$ cat src/rtl/gate_bist.sv
// Self-test engine for the primitive gate set: walks a/b through all four vectors and checks nand/not/and/or/xor.
// Define GATE_BIST_ERR_COUNT_EN to add the saturating err_count output.
module gate_bist #(
    parameter int SETTLE_CYCLES = 2,
    parameter int LOOPS         = 1
) (
    input  logic       clk,
    input  logic       reset,
    input  logic       start,
    output logic       a,
    output logic       b,
    input  logic       nand_out,
    input  logic       not_out,
    input  logic       and_out,
    input  logic       or_out,
    input  logic       xor_out,
    output logic       busy,
    output logic       done,
    output logic       pass,
    output logic [4:0] fail_mask,
    output logic [1:0] fail_vec
`ifdef GATE_BIST_ERR_COUNT_EN
    ,
    output logic [7:0] err_count
`endif
);

    localparam int SW = (SETTLE_CYCLES > 1) ? $clog2(SETTLE_CYCLES) : 1;
    localparam int LW = (LOOPS > 1) ? $clog2(LOOPS) : 1;
    localparam logic [SW-1:0] SETTLE_LAST = SW'(SETTLE_CYCLES - 1);
    localparam logic [LW-1:0] LOOP_LAST   = LW'(LOOPS - 1);

    typedef enum logic [1:0] {IDLE, SETTLE, CHECK, DONE} state_t;

    state_t        state;
    logic [1:0]    vec;
    logic [SW-1:0] settle_cnt;
    logic [LW-1:0] loop_cnt;
    logic [4:0]    mism;
    logic [4:0]    mask_next;

    // Case inequality so an X/Z from a broken gate is reported as a mismatch.
    always_comb begin
        mism    = 5'b0;
        mism[0] = (nand_out !== ~(a & b));
        mism[1] = (not_out  !== ~a);
        mism[2] = (and_out  !== (a & b));
        mism[3] = (or_out   !== (a | b));
        mism[4] = (xor_out  !== (a ^ b));
    end

    assign mask_next = fail_mask | mism;

`ifdef GATE_BIST_ERR_COUNT_EN
    logic [2:0] mism_cnt;
    logic [8:0] err_sum;

    always_comb begin
        mism_cnt = 3'd0;
        for (int i = 0; i < 5; i++) mism_cnt = mism_cnt + {2'b0, mism[i]};
    end

    assign err_sum = {1'b0, err_count} + {6'b0, mism_cnt};

    always_ff @(posedge clk or posedge reset) begin
        if (reset)
            err_count <= 8'd0;
        else if (state == IDLE && start)
            err_count <= 8'd0;
        else if (state == CHECK)
            err_count <= err_sum[8] ? 8'hFF : err_sum[7:0];
    end
`endif

    always_ff @(posedge clk or posedge reset) begin
        if (reset) begin
            state      <= IDLE;
            vec        <= 2'd0;
            settle_cnt <= '0;
            loop_cnt   <= '0;
            a          <= 1'b0;
            b          <= 1'b0;
            busy       <= 1'b0;
            done       <= 1'b0;
            pass       <= 1'b0;
            fail_mask  <= 5'b0;
            fail_vec   <= 2'd0;
        end else begin
            done <= 1'b0;
            case (state)
                IDLE: begin
                    a <= 1'b0;
                    b <= 1'b0;
                    if (start) begin
                        fail_mask  <= 5'b0;
                        fail_vec   <= 2'd0;
                        pass       <= 1'b0;
                        vec        <= 2'd0;
                        loop_cnt   <= '0;
                        settle_cnt <= '0;
                        busy       <= 1'b1;
                        state      <= SETTLE;
                    end
                end
                SETTLE: begin
                    if (settle_cnt == SETTLE_LAST)
                        state <= CHECK;
                    else
                        settle_cnt <= settle_cnt + 1'b1;
                end
                CHECK: begin
                    fail_mask  <= mask_next;
                    settle_cnt <= '0;
                    if (fail_mask == 5'b0 && mism != 5'b0)
                        fail_vec <= vec;
                    if (vec != 2'd3) begin
                        vec    <= vec + 2'd1;
                        {b, a} <= vec + 2'd1;
                        state  <= SETTLE;
                    end else if (loop_cnt != LOOP_LAST) begin
                        loop_cnt <= loop_cnt + 1'b1;
                        vec      <= 2'd0;
                        {b, a}   <= 2'd0;
                        state    <= SETTLE;
                    end else begin
                        // Result folds in this final CHECK via mask_next.
                        done   <= 1'b1;
                        busy   <= 1'b0;
                        pass   <= (mask_next == 5'b0);
                        {b, a} <= 2'd0;
                        state  <= DONE;
                    end
                end
                default: begin
                    state <= IDLE;
                end
            endcase
        end
    end

endmodule
$ cat config.mk
export PLATFORM = sky130hd
export DESIGN_NAME = gate_bist
export DESIGN_NICKNAME = d
export VERILOG_FILES = /design/src/rtl/gate_bist.sv
export SDC_FILE = /design/constraint.sdc
export NUM_CORES = 1
export LEC_CHECK = 0
export ABC_AREA = 1
export BUFFER_PORTS_ARGS = -buffer_cell sky130_fd_sc_hd__buf_2
export CAP_MARGIN = 5
export CORE_MARGIN = 3
export CORE_UTILIZATION = 46
export CTS_CLUSTER_DIAMETER = 50
export DETAILED_ROUTE_END_ITERATION = 16
export PLACE_DENSITY = 0.83
export SLEW_MARGIN = 20
export SYNTH_ARGS = -nofsm -noshare
export SYNTH_HDL_FRONTEND = slang
export SYNTH_SLANG_ARGS = --single-unit
$ cat constraint.sdc
create_clock -name clk -period 1.25 [get_ports clk]
set_input_delay 0.0625 -clock clk [delete_from_list [all_inputs] [get_ports clk]]
set_output_delay 0.0625 -clock clk [all_outputs]
set_load 0.005 [all_outputs]
==> results.py <==
metrics = {
    "critical_path": {
        "required_ps": 1450,
        "start_kind": "flop",
        "crit_fanout": 3,
        "end_kind": "flop",
        "reg2reg_slack_ps": -180,
        "worst-endpoint-arrival_ps": 1620,
        "criticalPathCategory": "reg2reg",
    },
    "clock_tree": {
        "cts_inserted_buffers": 3,
        "cts.sinks": 17,
        "h-tree-depth": 1,
        "clockRootBuffer": "clkbuf_4",
        "clkTransAtPathRegs_ps": 90,
        "insertion_delay_ps": 290,
        "cts_tree": "yes",
        "cts_max_path_buffers": 2,
    },
    "finish": {
        "fillCellCount": 167,
        "seqCellArea_um2": 425,
        "diodes": 0,
        "nNetsFinal": 157,
        "final_util_pct": 68.2,
        "area_delta_synth_final_pct": 37.9,
        "design_area_um2": 1200,
        "layout-drive-gt1-share_pct": 40.0,
        "multi_input_area_um2": 437,
    },
    "die": {
        "fp.coreArea_um2": 1760,
        "rows": 15,
        "die_y_um": 49.5,
        "initial_utilization_pct": 49.4,
        "ioPinCount": 20,
        "die_w_um": 49.5,
        "dieArea_um2": 2450,
    },
    "sta": {
        "finClkSkew_ps": 2.42,
        "hold_ws_ps": 83.8,
        "fin_crit_ps": 1430,
        "timing.final.max_slew_violations": 0,
        "clock.fmax_mhz": 700,
        "tightest_slew_ps": 617,
        "relSlewSlack_pct": 58.8,
        "setup_viol": 4,
        "finalHoldViolCount": 0,
        "timing.final.crit_share_pct": 114,
        "rsz0062_at_grt": "yes",
        "finalWorstSetupSlack_ps": -178,
    },
    "placed_design": {
        "portBuffers": 19,
        "hpwl_um": 1480,
        "place_area_um2": 1080,
        "finalWeightedCongestion": 0.858,
    },
    "grt": {
        "grt_start_max_net_pins": 18,
        "antenna_found_initial": 0,
        "grt.total_usage_pct": 16.9,
        "grt.overflow.total": 0,
        "grt_pass1_vias": 753,
        "grt_pass1_wl_um": 3170,
    },
    "power_and_ir_drop": {
        "power_leakage_nw": 0.662,
        "ir_drop_mv": 1.32,
        "power_density_nw_per_um2": 2120,
    },
    "route": {
        "dr.pass1.iters": 4,
        "drcViolationCount": 0,
        "wl_per_cell_um": 11.7,
        "first_iter_violations": 5,
        "routed_via_density": 4.79,
        "num_vias": 814,
        "drt_wl_total_um": 1980,
        "antenna_left": 0,
    },
    "status": {
        "violations": "setup timing",
        "status": "finished, violations left",
    },
    "synth": {
        "avgSynthCellArea_um2": 7.93,
        "yosys.cell_types.count": 18,
        "syn-cell-area_um2": 872,
        "syn_inst": 110,
        "yosys_warnings": 0,
        "syn_nets": 121,
        "yosys_register_bits": 17,
        "yosysSeqAreaShare_pct": 48.8,
    },
    "hold_path": {
        "hold_class": "in2reg",
    },
    "job": {
        "maxCapViolCount": 0,
    },
}
flip-flops by register name, indices dropped and copies added, names as in the netlist, 2 cells and up:
register	cells
fail_mask	5
fail_vec	2
state	2
vec	2
power by group:
group          switching [mW]  leakage [nW]  internal, mW
Sequential              0.160         0.222         0.743
Combinational           0.741         0.425         0.607
Clock                   0.171        0.0150         0.124
placed cells by master (no fill, tap or decap), types with 2 or more instances in the layout:
master	n
nand2_1	19
nand3_1	4
inv_2	4
a21oi_1	3
nand2_2	6
nor2_2	2
clkbuf_4	3
inv_1	19
a21oi_2	2
o21ai_0	8
nand2_4	2
buf_2	19
dfrtp_1	17
nor2_1	10
buf_4	10
ha_4	2
o21ai_1	3
metrics by stage:
stage | setup slack [ps] | instances | power (mW) | TNS (ps)
detailed placement | -224 | 162 | 2.03 | -548
global route | -298 | 170 | 2.76 | -909
floorplan | -93.6 | 110 | 1.60 | -187
finish | -178 | 170 | 2.55 | -518
CTS | -157 | 168 | 2.41 | -420
global placement | -182 | 162 | 1.98 | -436
area by class of cell:
type	instances	share of cell area, %
flip-flops and latches	17	35.4
clock buffers	4	2.19
repair buffers	31	15.9
multi-input cells	69	36.3
well taps	25	2.60
inverters	24	7.60
final timing paths:
path                       startpoint      endpoint  cells past startpoint
setup / recovery                    b   fail_vec[0]                     10
hold / removal                  start      state[0]                      3
setup reg to reg                    b   fail_vec[0]                     10
hold reg to reg            settle_cnt      state[0]                      1
max in group asynchronous       reset        vec[0]                      3
min in group asynchronous       reset  fail_mask[3]                      3
layer usage:
layer  global-route usage, %  vias up  wire [µm]  part of all wire (%)
met5                       0        -          0                     0
met4                    8.29        0         53                   2.7
met2                    28.9       24       1000                    51
met1                    20.2      373        817                    41
met3                    3.02        7        108                   5.4
li1                        -      410          -                     -
Yosys cell counts:
cell | n | area [µm²]
nand4_1 | 1 | 6.26
o21ai_1 | 1 | 5.00
nor2_4 | 1 | 11.3
nand3_1 | 5 | 25.0
inv_1 | 22 | 82.6
o21ai_2 | 1 | 8.76
xnor2_1 | 1 | 8.76
clkinv_2 | 1 | 5.00
nor2_2 | 1 | 6.26
dfrtp_1 | 17 | 425
inv_2 | 1 | 3.75
a21oi_1 | 6 | 30.0
nand2_1 | 26 | 97.6
o21ai_4 | 1 | 16.3
ha_1 | 3 | 37.5
nor2_1 | 11 | 41.3
o21ai_0 | 10 | 50.1
nand2_4 | 1 | 11.3
critical path, stage by stage, from the launching register on:
cell and delay [ps]:
dfrtp_1 430, inv_2 110, ha_4 210, inv_2 50, nand2_2 60, nand2_2 60, nand3_2 70, o21ai_2 150
nand2_1 80, nand2_1 70, nand2_1 40
kinds of logic (layout without fill, tap and decap cells):
logic type	after synthesis	count (layout)	share of synthesized area [%]
and+or+nand+nor	46	46	22.8
buffers and inverters	24	59	10.5
AOI/OAI and AO/OA	19	19	12.6
DFF	17	17	48.8
adders and majority gates	3	3	4.30
xor gates and xnor gates	1	1	1.00
repair_timing:
item / 4_1_cts / 5_1_grt
setup endpoints to repair: 5 / 7
buffers inserted: 1 / 2
pin swaps: 6 / 5
resized for setup: 8 / 10
hold buffers: 1 / 0
endpoints found under the hold margin: 17 / 0
Note: power is estimated with default switching activity, not from simulation.
